<file path="config.mk">
export PLATFORM = sky130hd
export DESIGN_NAME = intc_nsrc_v2
export DESIGN_NICKNAME = d
export VERILOG_FILES = /design/src/rtl/intc_nsrc_v2_pkg.sv /design/src/rtl/intc_prio_enc.sv /design/src/rtl/sfr_module_v1.sv /design/src/rtl/intc_nsrc_v2.sv
export SDC_FILE = /design/constraint.sdc
export NUM_CORES = 1
export LEC_CHECK = 0
export CAP_MARGIN = 20
export CORE_ASPECT_RATIO = 0.8
export CORE_MARGIN = 2
export CORE_UTILIZATION = 30
export CTS_BUF_LIST = sky130_fd_sc_hd__clkbuf_16
export DETAILED_ROUTE_END_ITERATION = 10
export GPL_TIMING_DRIVEN = 1
export SLEW_MARGIN = 20
export SYNTH_ARGS = -nofsm -noshare
export SYNTH_HDL_FRONTEND = slang
export SYNTH_SLANG_ARGS = --single-unit
</file>
<file path="constraint.sdc">
create_clock -name sys_clk -period 2.8 [get_ports sys_clk]
set_input_delay 0.42 -clock sys_clk [delete_from_list [all_inputs] [get_ports sys_clk]]
set_output_delay 0.42 -clock sys_clk [all_outputs]
set_load 0.005 [all_outputs]
</file>
<file path="src/rtl/intc_nsrc_v2_pkg.sv">
// rtl/intc_nsrc_v2_pkg.sv - register offsets, CTRL layout and FSM states for intc_nsrc_v2
package intc_nsrc_v2_pkg;

    localparam logic [31:0] INTC_IE_OFS   = 32'h0000_0000;
    localparam logic [31:0] INTC_IP_OFS   = 32'h0000_0004;
    localparam logic [31:0] INTC_ID_OFS   = 32'h0000_0008;
    localparam logic [31:0] INTC_CTRL_OFS = 32'h0000_000C;
    localparam logic [31:0] INTC_MODE_OFS = 32'h0000_0010;

    typedef enum logic [1:0] {
        INTC_IDLE    = 2'd0,
        INTC_REQ     = 2'd1,
        INTC_SERVICE = 2'd2
    } intc_state_t;

    typedef struct packed {
        logic [30:0] rsvd;
        logic        gie;
    } intc_ctrl_t;

endpackage

</file>
<file path="src/rtl/intc_prio_enc.sv">
// rtl/intc_prio_enc.sv - fixed-priority encoder, lowest set index wins
module intc_prio_enc #(
    parameter int N_SRC = 16,
    parameter int IDX_W = 5
) (
    input  logic [N_SRC-1:0] i_req,
    output logic             o_valid,
    output logic [IDX_W-1:0] o_idx
);

    always_comb begin
        o_valid = |i_req;
        o_idx   = '0;
        // Scan downwards so the lowest set bit is the last assignment.
        for (int i = N_SRC - 1; i >= 0; i--) begin
            if (i_req[i]) begin
                o_idx = IDX_W'(i);
            end
        end
    end

endmodule

</file>
<file path="src/rtl/sfr_module_v1.sv">
// rtl/sfr_module_v1.sv - generic read/write SFR storage register
module sfr_module_v1 #(
    parameter int               WIDTH   = 32,
    parameter logic [WIDTH-1:0] RST_VAL = '0
) (
    input  logic             i_clk,
    input  logic             i_rst_n,
    input  logic             i_wr_en,
    input  logic [WIDTH-1:0] i_wdata,
    output logic [WIDTH-1:0] o_q
);

    logic [WIDTH-1:0] r_q;

    always_ff @(posedge i_clk or negedge i_rst_n) begin
        if (!i_rst_n) begin
            r_q <= RST_VAL;
        end else if (i_wr_en) begin
            r_q <= i_wdata;
        end
    end

    assign o_q = r_q;

endmodule

</file>
<file path="src/rtl/intc_nsrc_v2.sv">
// rtl/intc_nsrc_v2.sv - N-source interrupt controller top; INTC_LEVEL_MODE_EN adds per-source level mode
module intc_nsrc_v2 #(
    parameter int                    DATA_WIDTH = 32,
    parameter int                    ADDR_WIDTH = 32,
    parameter logic [ADDR_WIDTH-1:0] BASE_ADDR  = 32'hFFFFF864,
    parameter int                    N_SRC      = 16,
    localparam int                   ID_WIDTH   = $clog2(N_SRC + 1)
) (
    input  logic                  sys_clk,
    input  logic                  sys_rst_n,
    input  logic [ADDR_WIDTH-1:0] sys_addr,
    input  logic                  sys_wr_en,
    input  logic [DATA_WIDTH-1:0] sys_sw_value,
    input  logic [N_SRC-1:0]      irq_src,
    input  logic                  irq_ack,
    output logic [DATA_WIDTH-1:0] sfr_rd_dout,
    output logic                  irq_req,
    output logic [ID_WIDTH-1:0]   irq_id
);

    import intc_nsrc_v2_pkg::*;

    localparam logic [ADDR_WIDTH-1:0] L_IE_ADDR   = BASE_ADDR + ADDR_WIDTH'(INTC_IE_OFS);
    localparam logic [ADDR_WIDTH-1:0] L_IP_ADDR   = BASE_ADDR + ADDR_WIDTH'(INTC_IP_OFS);
    localparam logic [ADDR_WIDTH-1:0] L_ID_ADDR   = BASE_ADDR + ADDR_WIDTH'(INTC_ID_OFS);
    localparam logic [ADDR_WIDTH-1:0] L_CTRL_ADDR = BASE_ADDR + ADDR_WIDTH'(INTC_CTRL_OFS);
    localparam logic [ADDR_WIDTH-1:0] L_MODE_ADDR = BASE_ADDR + ADDR_WIDTH'(INTC_MODE_OFS);

    logic w_hit_ie, w_hit_ip, w_hit_id, w_hit_ctrl, w_hit_mode;
    logic [N_SRC-1:0] w_ie, w_mode, w_set, w_w1c, w_clr, w_cur_mask;
    logic [N_SRC-1:0] r_ip, r_src_prev;
    logic w_gie, w_win_vld, w_cur_live, w_take, w_eoi, w_unused_wdata;
    logic [ID_WIDTH-1:0] w_win_idx, w_cur_idx, r_irq_id, r_isr_id;
    logic r_irq_req;
    intc_state_t r_state;
    intc_ctrl_t  w_ctrl;
    logic [DATA_WIDTH-1:0] w_rdata;

    assign w_hit_ie   = (sys_addr == L_IE_ADDR);
    assign w_hit_ip   = (sys_addr == L_IP_ADDR);
    assign w_hit_id   = (sys_addr == L_ID_ADDR);
    assign w_hit_ctrl = (sys_addr == L_CTRL_ADDR);
    assign w_hit_mode = (sys_addr == L_MODE_ADDR);
    assign w_unused_wdata = ^sys_sw_value[DATA_WIDTH-1:N_SRC];

    sfr_module_v1 #(.WIDTH(N_SRC)) u_ie (
        .i_clk   (sys_clk),
        .i_rst_n (sys_rst_n),
        .i_wr_en (sys_wr_en & w_hit_ie),
        .i_wdata (sys_sw_value[N_SRC-1:0]),
        .o_q     (w_ie)
    );

    sfr_module_v1 #(.WIDTH(1)) u_ctrl (
        .i_clk   (sys_clk),
        .i_rst_n (sys_rst_n),
        .i_wr_en (sys_wr_en & w_hit_ctrl),
        .i_wdata (sys_sw_value[0]),
        .o_q     (w_gie)
    );

`ifdef INTC_LEVEL_MODE_EN
    sfr_module_v1 #(.WIDTH(N_SRC)) u_mode (
        .i_clk   (sys_clk),
        .i_rst_n (sys_rst_n),
        .i_wr_en (sys_wr_en & w_hit_mode),
        .i_wdata (sys_sw_value[N_SRC-1:0]),
        .o_q     (w_mode)
    );
`else
    assign w_mode = '0;
`endif

    intc_prio_enc #(.N_SRC(N_SRC), .IDX_W(ID_WIDTH)) u_prio (
        .i_req   (r_ip & w_ie),
        .o_valid (w_win_vld),
        .o_idx   (w_win_idx)
    );

    // Mask of the latched source; irq_id==0 wraps to an index past N_SRC, giving an empty mask.
    assign w_cur_idx  = r_irq_id - ID_WIDTH'(1);
    assign w_cur_mask = N_SRC'(1) << w_cur_idx;
    assign w_cur_live = (|(r_ip & w_ie & w_cur_mask)) & w_gie;
    assign w_take     = (r_state == INTC_REQ) && w_cur_live && irq_ack;
    assign w_eoi      = sys_wr_en && w_hit_id && (r_state == INTC_SERVICE);

    assign w_set = (irq_src & ~r_src_prev) | (irq_src & w_mode);
    assign w_w1c = (sys_wr_en && w_hit_ip) ? sys_sw_value[N_SRC-1:0] : '0;
    assign w_clr = w_w1c | (w_take ? w_cur_mask : '0);

    // A set in the same cycle as any clear of the same bit wins.
    always_ff @(posedge sys_clk or negedge sys_rst_n) begin
        if (!sys_rst_n) begin
            r_src_prev <= '0;
            r_ip       <= '0;
        end else begin
            r_src_prev <= irq_src;
            r_ip       <= (r_ip & ~w_clr) | w_set;
        end
    end

    always_ff @(posedge sys_clk or negedge sys_rst_n) begin
        if (!sys_rst_n) begin
            r_state   <= INTC_IDLE;
            r_irq_req <= 1'b0;
            r_irq_id  <= '0;
            r_isr_id  <= '0;
        end else begin
            case (r_state)
                INTC_IDLE: begin
                    if (w_gie && w_win_vld) begin
                        r_state   <= INTC_REQ;
                        r_irq_req <= 1'b1;
                        r_irq_id  <= w_win_idx + ID_WIDTH'(1);
                    end
                end
                INTC_REQ: begin
                    if (!w_cur_live) begin
                        r_state   <= INTC_IDLE;
                        r_irq_req <= 1'b0;
                        r_irq_id  <= '0;
                    end else if (irq_ack) begin
                        r_state   <= INTC_SERVICE;
                        r_irq_req <= 1'b0;
                        r_isr_id  <= r_irq_id;
                    end
                end
                INTC_SERVICE: begin
                    if (w_eoi) begin
                        r_state  <= INTC_IDLE;
                        r_isr_id <= '0;
                        r_irq_id <= '0;
                    end
                end
                default: begin
                    r_state <= INTC_IDLE;
                end
            endcase
        end
    end

    always_comb begin
        w_rdata    = '0;
        w_ctrl     = '0;
        w_ctrl.gie = w_gie;
        if (w_hit_ie)   w_rdata[N_SRC-1:0]    = w_ie;
        if (w_hit_ip)   w_rdata[N_SRC-1:0]    = r_ip;
        if (w_hit_id)   w_rdata[ID_WIDTH-1:0] = r_isr_id;
        if (w_hit_ctrl) w_rdata               = DATA_WIDTH'(w_ctrl);
        if (w_hit_mode) w_rdata[N_SRC-1:0]    = w_mode;
    end

    assign sfr_rd_dout = w_rdata;
    assign irq_req     = r_irq_req;
    assign irq_id      = r_irq_id;

endmodule

</file>
Word-level counts from Yosys, hierarchy flattened

Index checks and enable logic that the tools add are counted.

Register bits: 62
Input port bits: 84
Output and inout port bits: 38
Logic and storage cells: 90

Add/subtract/negate cells: 2
Equal/unequal tests: 13
Shift operators: 1
Muxes and demuxes: 39
Bitwise operators: 11
Reduce and logical (&&, ||, !) cells: 16

Operators by type and width:

| cell                                                                | number |
|---|---|
| 32-bit == test (second input constant)                              | 5 |
| 16-bit 2-to-1 mux                                                   | 6 |
| 16-bit bitwise AND                                                  | 4 |
| 4-bit 2-to-1 mux                                                    | 16 |
| 16-bit inverter                                                     | 2 |
| 16-bit OR                                                           | 2 |
| 16-bit OR reduction                                                 | 2 |
| 5-bit 2-to-1 mux                                                    | 6 |
| 1-bit by 5-bit left shift with 16-bit output (first input constant) | 1 |
| 5-bit case mux with 3 select lines                                  | 1 |
| 2-bit inequality test (second input constant)                       | 5 |
| 5-bit case mux with 2 select lines                                  | 1 |
| 2-bit 2-to-1 mux                                                    | 4 |
| 4-bit AND reduction                                                 | 2 |
| 1-bit logical AND                                                   | 6 |
| 2-bit case mux with 3 select lines                                  | 1 |
| 3-bit AND reduction                                                 | 2 |
| 5-bit by 1-bit adder with 5-bit output (second input constant)      | 1 |
| 5-bit by 1-bit subtractor with 5-bit output (second input constant) | 1 |
| 2-bit nonzero test                                                  | 2 |
| 1-bit bitwise AND                                                   | 3 |
| 1-bit 2-to-1 mux                                                    | 3 |
| 3-bit inequality test (second input constant)                       | 1 |
| 3-bit nonzero test                                                  | 1 |
| 4 further kinds                                                     | 4 |

Logic depth before layout (Yosys ltp)

Gate-level depths: netlist (run 1).

Depth in word-level cells: 20
Mapped depth: 9

Cells and area by module

From an unflattened synthesis (run 1), not the netlist that was laid out.

Cells, all modules: 383
Area, all modules: 3877.5 µm²

By module, submodules not included:

| module                  | times used | cells each | area an instance (µm²) | seq. area each (µm²) |
|---|---|---|---|---|
| intc_nsrc_v2            | 1          | 311        | 3000.4                 | 1126.1 |
| sfr_module_v1 at u_ie   | 1          | 34         | 649.4                  | 400.4 |
| intc_prio_enc           | 1          | 36         | 187.7                  | 0.0 |
| sfr_module_v1 at u_ctrl | 1          | 2          | 40.0                   | 25.0 |

Worst setup path before layout (run 1)

OpenSTA, ideal clock, no wires.

Kind: input -> output
From: input sys_addr[21]
To: output sfr_rd_dout[10]
Data arrival time: 2.042 ns
Required time: 2.380 ns
Path slack: 0.338 ns
Cell stages on the path: 6
Buffers on the path: 1
Cell sequence: nand4_1 > or4_4 > nand4b_1 > nor3_4 > clkbuf_1 > a22o_1

Word-level cells in the longest chain between the ends: 5

RTL lines:

| item                | line                | source |
|---|---|---|
| start: declaration  | intc_nsrc_v2.sv:11  | `input logic [ADDR_WIDTH-1:0] sys_addr,` |
| 32-bit == test      | intc_nsrc_v2.sv:39  | `assign w_hit_ie = (sys_addr == L_IE_ADDR);` |
| 16-bit 2-to-1 mux   | intc_nsrc_v2.sv:146 | `if (w_hit_ie) w_rdata[N_SRC-1:0] = w_ie;` |
| 16-bit 2-to-1 mux   | intc_nsrc_v2.sv:147 | `if (w_hit_ip) w_rdata[N_SRC-1:0] = r_ip;` |
| 16-bit 2-to-1 mux   | intc_nsrc_v2.sv:149 | `if (w_hit_ctrl) w_rdata = DATA_WIDTH'(w_ctrl);` |
| 16-bit 2-to-1 mux * | intc_nsrc_v2.sv:150 | `if (w_hit_mode) w_rdata[N_SRC-1:0] = w_mode;` |
| end: declaration    | intc_nsrc_v2.sv:16  | `output logic [DATA_WIDTH-1:0] sfr_rd_dout,` |

Mark *: on every way between the ends. The rest lies on a longest branch, timed or not.

Worst setup path after layout (run 1)

From: input sys_addr[19]
To: output sfr_rd_dout[10]

The elaborated chain is that of the path after synthesis.

==> impl_metrics.sql, run 1 <==
INSERT INTO impl_metrics (metric_group, metric, value, unit) VALUES
('die', 'floorplan.die_area', '0.01250', 'mm²'),
('synth', 'synth-seq-area-share', '44.52', '%'),
('power_and_ir_drop', 'fin_total_pwr', '2351', 'µW'),
('synth', 'synth_area_leader_cell', 'sky130_fd_sc_hd__dfrtp_1', ''),
('timing', 'timing.setup.tns', '0', 'ns'),
('synth', 'synthDominantCellAreaShare', '44.52', '%'),
('placement', 'portBuffers', '89', ''),
('clocking', 'cts_made_buffers', '9', ''),
('setup_path', 'timing.rr.start', 'irq_id[2]', ''),
('power_and_ir_drop', 'power.static_leakage', '0.002320', 'µW'),
('detailed_routing', 'route.vias.total', '3190', ''),
('cells_and_area', 'final-instance-count-excl-fill', '632', ''),
('synth', 'synth-edff-count', '0', ''),
('global_route', 'gr-total-overflow', '0', ''),
('synth', 'synthesis.yosys.warnings', '0', ''),
('synth', 'syn_inst', '362', ''),
('setup_path', 'critPathArrivalTime', '2.26', 'ns'),
('synth', 'synth.ff_latch_count', '62', ''),
('timing', 'worst_clock_skew', '0.004220', 'ns'),
('timing', 'clock.fmax', '373.6', 'MHz'),
('die', 'die_w', '124.5', 'µm'),
('cells_and_area', 'mostFrequentLayoutCell', 'sky130_fd_sc_hd__dfrtp_1', ''),
('die', 'pin_count', '122', ''),
('clocking', 'cts_sinks', '62', ''),
('placement', 'placed_cells', '610', ''),
('setup_path', 'worst_setup_path_start_kind', 'primary input', ''),
('timing', 'fin_crit', '2.677', 'ns'),
('global_route', 'maximum_number_of_pins_on_one_net_before_global_route_repair', '63', ''),
('cells_and_area', 'finalNetCount', '567', ''),
('status', 'outcome', 'completed', ''),
('clocking', 'clock_tree.buffer_depth', '2', ''),
('hold_path', 'hold_path.class', 'primary input to asynchronous set/reset pin', ''),
('synth', 'post_synth_num_cell_types', '58', ''),
('placement', 'post-dp-hpwl', '7789', 'µm'),
('timing', 'layout_worst_path_cycle_share', '95.59', '%'),
('power_and_ir_drop', 'ir_drop', '343.1', 'µV'),
('clocking', 'cts_htree_levels', '3', ''),
('timing', 'postLayoutSetupSlackWorst', '0.1234', 'ns'),
('setup_path', 'timing.setup.critical_path_class', 'primary input to primary output', ''),
('setup_path', 'critical_path_fanouts_max', '6', ''),
('setup_path', 'required', '2.38', 'ns'),
('die', 'core.rowCount', '35', ''),
('placement', 'routability_driven_placement_congestion_ratio', '0.8927', ''),
('synth', 'yosys-top-cells-area', 'sky130_fd_sc_hd__dfrtp_1 (45%), sky130_fd_sc_hd__nand2_1 (6.1%), sky130_fd_sc_hd__buf_4 (3.4%)', ''),
('setup_path', 'worst_r2r_path_depth', '8', ''),
('timing', 'worst_slew_margin_rel', '67.31', '%'),
('detailed_routing', 'detail_route.wl_per_cell', '16.24', 'µm'),
('setup_path', 'timing.reg2reg.setup_slack', '0.28', 'ns'),
('die', 'initial_core_util', '30.49', '%'),
('clocking', 'clock_network_latency_to_the_later_pin_of_the_worst_skew_pair', '0.33', 'ns'),
('synth', 'synth_async_sr_flop_share', '100.0', '%'),
('clocking', 'cts.clk_slew.worst_paths', '0.05', 'ns'),
('power_and_ir_drop', 'p_per_area', '470.6', 'mW/mm²'),
('cells_and_area', 'highest_count_cells_in_the_layout_ignoring_fill_and_taps', 'sky130_fd_sc_hd__dfrtp_1 (62), sky130_fd_sc_hd__nand2_1 (57), sky130_fd_sc_hd__clkdlybuf4s50_1 (52)', ''),
('cells_and_area', 'final.fill_count', '1114', ''),
('cells_and_area', 'insertedDiodeCount', '0', ''),
('detailed_routing', 'antenna_left', '0', ''),
('die', 'core', '0.01143', 'mm²'),
('detailed_routing', 'detailedRoute.firstIterationViolations', '200', ''),
('detailed_routing', 'drc', '0', ''),
('global_route', 'grt_pass1_wl', '17110', 'µm'),
('detailed_routing', 'drt_pass1_iterations', '5', ''),
('flow_run', 'maxCapViolCount', '0', ''),
('global_route', 'groute.usage.overall', '17.25', '%'),
('timing', 'final_hold_violation_count', '0', ''),
('cells_and_area', 'footprint_of_the_multi_input_gates', '0.001739', 'mm²'),
('timing', 'slew_of_the_pin_with_the_lowest_slew_margin', '0.4852', 'ns'),
('timing', 'setup-violations-final', '0', ''),
('synth', 'ys_dominant_reg_cell', 'sky130_fd_sc_hd__dfrtp_1', ''),
('cells_and_area', 'layout-area-overhead-vs-synth', '43.38', '%'),
('clocking', 'ctsHoldBuffers', '0', '');
[synthesized netlist by cell type (all sizes together) (2+ instances only)]
cell and n:
a21boi 4, a21o 2, a21oi 8, a22o 11, a22oi 5, a31oi 3, and2 2, buf 22
clkbuf 6, dfrtp 62, ha 4, inv 23, mux2 18, mux2i 10, nand2 58, nand2b 5
nand3 11, nand3b 7, nand4 8, nand4b 2, nor2 8, nor3 16, nor4bb 3, o211ai 4
o21ai 14, o22ai 12, o2bb2ai 5, o31ai 5, or2 3
[area by class of cell]
type                    count  share of cell area [%]
clock buffers               9                   4.508
clock inverters             7                   2.429
inverters                  23                   1.728
multi-input cells         264                   34.81
flip-flops and latches     62                   31.05
well taps                 148                   3.706
repair buffers            119                   21.76
[per-layer routing]
| metal | vias to the layer above | global-route usage [%] | share of wire (%) |
|---|---|---|---|
| met5 | - | 0 | 0 |
| met2 | 119 | 26.27 | 44 |
| met1 | 1544 | 24.18 | 49 |
| met4 | 0 | 4.062 | 0.77 |
| met3 | 9 | 5.277 | 6.4 |
| li1 | 1518 | - | - |
[state kept, by name, indices dropped and copies added (netlist names)]
register	flops
irq_id	5
irq_req	1
r_ip	16
r_isr_id	5
r_src_prev	16
r_state	2
u_ctrl.o_q	1
u_ie.o_q	16
[per-stage QoR]
stage | cell area, µm² | utilization (%) | hold slack, ns
after floorplan | 3541 | - | 0.1244
after global placement | 4657 | 40.74 | 0.3995
after detailed placement | 4657 | 40.74 | 0.4037
after CTS | 4994 | 43.69 | 0.1015
after global routing | 4996 | 43.71 | 0.1144
final | 4996 | 43.71 | 0.09337
[cells by family after synthesis]
logic type                 share of synthesized area [%]
DFF                                                44.52
xor gates and xnor gates                          0.5028
and+or+nand+nor                                    19.46
muxes                                              9.336
adders and majority gates                          1.436
other                                             0.1076
buffers and inverters                              7.792
AOI/OAI and AO/OA                                  16.84
[worst max-delay path, cell delays in order]
cell	delay, ns
sky130_fd_sc_hd__dlygate4sd2_1	0.20
sky130_fd_sc_hd__nand4_1	0.11
sky130_fd_sc_hd__or4_4	0.52
sky130_fd_sc_hd__nand4b_1	0.25
sky130_fd_sc_hd__nor3_4	0.19
sky130_fd_sc_hd__buf_6	0.16
sky130_fd_sc_hd__buf_12	0.12
sky130_fd_sc_hd__a22o_1	0.15
sky130_fd_sc_hd__buf_2	0.12
[where the power goes]
group | internal (µW) | switching [µW] | leakage, µW
clock | 873 | 424 | 0.000170
sequential | 908 | 3.11 | 0.000714
combinational | 86.3 | 55.8 | 0.00144
[worst max-delay path by stage]
| stage | startpoint | to | slack (ns) |
|---|---|---|---|
| 4_1_cts | sys_addr[12] | sfr_rd_dout[10] | 0.03 |
| 6_report | sys_addr[19] | sfr_rd_dout[10] | 0.12 |
| 2_1_floorplan | sys_addr[21] | sfr_rd_dout[10] | 0.34 |
| 3_3_place_gp | sys_addr[11] | sfr_rd_dout[2] | -0.52 |
| 5_1_grt | sys_addr[19] | sfr_rd_dout[14] | 0.05 |
| 3_5_place_dp | sys_addr[11] | sfr_rd_dout[2] | -0.55 |
[what timing repair did]
item / 4_1_cts / 5_1_grt
setup endpoints to repair: 16 / 16
pin swaps: 20 / 5
gates resized for setup: 85 / 2
gates cloned: 1 / 0
setup buffers: 6 / 0
(Power assumes the default switching activity.)
==> inputs of run 2 (changes only) <==
ABC_CLOCK_PERIOD_IN_PS = 2800   (was unset)
PLACE_DENSITY_LB_ADDON = 0.1   (was unset)
==> impl_metrics.sql, run 2 (synthesis results as in run 1) <==
INSERT INTO impl_metrics (metric_group, metric, value, unit) VALUES
('setup_path', 'cpPeakStageDelay', '0.32', 'ns'),
('timing', 'layout_worst_path_cycle_share', '96.06', '%'),
('global_route', 'groute.usage.overall', '18.07', '%'),
('timing', 'worst_clock_skew', '0.003637', 'ns'),
('die', 'die_y', '100.4', 'µm'),
('setup_path', 'critPathArrivalTime', '2.27', 'ns'),
('setup_path', 'worst_setup_path_start_kind', 'primary input', ''),
('global_route', 'antenna_found_initial', '0', ''),
('die', 'floorplan.die_area', '0.01250', 'mm²'),
('hold_path', 'hold_path.class', 'primary input to asynchronous set/reset pin', ''),
('clocking', 'cts_root_buf', 'sky130_fd_sc_hd__clkbuf_16', ''),
('setup_path', 'critical_path_fanouts_max', '6', ''),
('detailed_routing', 'detail_route.vias_per_cell', '5.046', ''),
('die', 'core', '0.01143', 'mm²'),
('setup_path', 'cp_dominant_cell_by_count', 'sky130_fd_sc_hd__buf_4', ''),
('timing', 'setup-violations-final', '0', ''),
('die', 'pin_count', '122', ''),
('cells_and_area', 'insertedDiodeCount', '0', ''),
('power_and_ir_drop', 'p_per_area', '403.0', 'mW/mm²'),
('status', 'outcome', 'completed', ''),
('placement', 'routability_driven_placement_congestion_ratio', '0.9049', ''),
('detailed_routing', 'route.vias.total', '3214', ''),
('global_route', 'grt_pass1_wl', '17350', 'µm'),
('cells_and_area', 'finalNetCount', '572', ''),
('power_and_ir_drop', 'power.static_leakage', '0.002325', 'µW'),
('cells_and_area', 'highest_count_cells_in_the_layout_ignoring_fill_and_taps', 'sky130_fd_sc_hd__dfrtp_1 (62), sky130_fd_sc_hd__nand2_1 (56), sky130_fd_sc_hd__clkdlybuf4s50_1 (50)', ''),
('timing', 'final_hold_violation_count', '0', ''),
('timing', 'fin_crit', '2.690', 'ns'),
('setup_path', 'critical_path.cell_chain', 'clkdlybuf4s15_1, nor4bb_4, buf_4, buf_4, nand4_1, buf_4, nor3_4, buf_2, a22o_1, clkdlybuf4s15_1', ''),
('cells_and_area', 'final.fill_count', '1109', ''),
('clocking', 'cts.clk_slew.worst_paths', '0.05', 'ns'),
('setup_path', 'crit_path_top_delay_cell', 'sky130_fd_sc_hd__nor4bb_4', ''),
('placement', 'placed_cells', '608', ''),
('cells_and_area', 'final-instance-count-excl-fill', '637', ''),
('timing', 'setup_repair_after_global_routing_missed_its_margin', 'no', ''),
('timing', 'clock.fmax', '371.8', 'MHz'),
('setup_path', 'timing.setup.critical_path_class', 'primary input to primary output', ''),
('clocking', 'cts_made_buffers', '9', ''),
('clocking', 'cts_tree', 'built', ''),
('clocking', 'cts_sinks', '62', ''),
('clocking', 'ctsHoldBuffers', '0', ''),
('die', 'die_w', '124.5', 'µm'),
('clocking', 'cts_htree_levels', '3', ''),
('cells_and_area', 'mostFrequentLayoutCell', 'sky130_fd_sc_hd__dfrtp_1', ''),
('timing', 'slew_of_the_pin_with_the_lowest_slew_margin', '0.6177', 'ns'),
('power_and_ir_drop', 'ir_drop', '319.0', 'µV'),
('placement', 'portBuffers', '89', ''),
('detailed_routing', 'route.final.wire_length', '11110', 'µm'),
('clocking', 'clock_network_latency_to_the_later_pin_of_the_worst_skew_pair', '0.33', 'ns'),
('cells_and_area', 'layout-area-overhead-vs-synth', '43.70', '%'),
('global_route', 'maximum_number_of_pins_on_one_net_before_global_route_repair', '39', ''),
('flow_run', 'maxCapViolCount', '0', ''),
('timing', 'worst_slew_margin_rel', '58.82', '%'),
('power_and_ir_drop', 'fin_total_pwr', '2018', 'µW'),
('die', 'initial_core_util', '30.49', '%'),
('timing', 'finalHoldWorstSlack', '0.1037', 'ns'),
('global_route', 'number_of_global_route_vias_before_repair', '3059', ''),
('setup_path', 'required', '2.38', 'ns'),
('placement', 'post-dp-hpwl', '8100', 'µm'),
('detailed_routing', 'antenna_left', '0', ''),
('detailed_routing', 'drt_pass1_iterations', '5', ''),
('detailed_routing', 'detail_route.wl_per_cell', '17.44', 'µm'),
('clocking', 'clock_tree.buffer_depth', '2', ''),
('cells_and_area', 'post_route_cells_drive_above_1_share', '17.18', '%'),
('timing', 'slew_viol_final', '0', ''),
('setup_path', 'timing.critical_path.to_type', 'primary output', ''),
('detailed_routing', 'detailedRoute.firstIterationViolations', '245', ''),
('die', 'core.rowCount', '35', ''),
('global_route', 'gr-total-overflow', '0', ''),
('detailed_routing', 'drc', '0', '');
==> run 2: final cells by class <==
type / count / area, µm² / area share, %
clock buffers: 9 / 225.2 / 4.498
repair buffers: 124 / 1137 / 22.71
well taps: 148 / 185.2 / 3.698
clock inverters: 7 / 32.53 / 0.6497
multi-input cells: 264 / 1789 / 35.73
flip-flops and latches: 62 / 1551 / 30.98
inverters: 23 / 86.33 / 1.724
==> run 2: repair_timing <==
item / in CTS / in global routing
endpoints found under the hold margin: 0 / 0
gates resized for setup: 76 / 29
cloned: 1 / 0
pin swaps: 13 / 9
setup buffers: 9 / 3
setup endpoints to repair: 16 / 18
==> run 2: path summary, 6_finish.rpt <==
check                                from        endpoint  slack (ns)  cells past startpoint
max in group asynchronous       sys_rst_n   r_src_prev[2]        2.07                      2
min reg2reg                r_src_prev[13]        r_ip[13]        0.41                      1
min                             sys_rst_n   r_src_prev[8]        0.10                      1
min in group sys_clk       r_src_prev[13]        r_ip[13]        0.41                      1
max                          sys_addr[10]  sfr_rd_dout[7]        0.11                     10
max reg2reg                     irq_id[2]         r_ip[2]        0.23                      7
==> run 2: per-layer routing <==
| metal | track usage [%] | routed length (µm) |
|---|---|---|
| met2 | 25.98 | 4833 |
| met3 | 4.318 | 745 |
| met4 | 4.581 | 103 |
| met1 | 27.17 | 5427 |
| met5 | 0 | 0 |
==> run 2: worst max-delay path: cells and delay by family <==
family	cells	cell delay, ns
buffers and inverters	6	1.07
AO/OA/AOI/OAI	1	0.17
AND/OR/NAND/NOR	3	0.61
==> run 2: power by group <==
part,internal [µW],switching (µW),leakage (µW)
registers,909,3.02,0.000714
logic,86.8,57.3,0.00148
clock network,581,381,0.000129
==> run 2: stage by stage <==
stage	TNS [ns]	setup slack, ns	util, %	instance area [µm²]
6_report	0	0.1102	43.81	5007
5_1_grt	0	0.001876	43.81	5007
4_1_cts	0	0.0007070	43.43	4964
3_5_place_dp	-9.440	-0.4843	40.50	4629
3_3_place_gp	-8.554	-0.4646	40.50	4629
2_1_floorplan	0	0.3383	-	3541
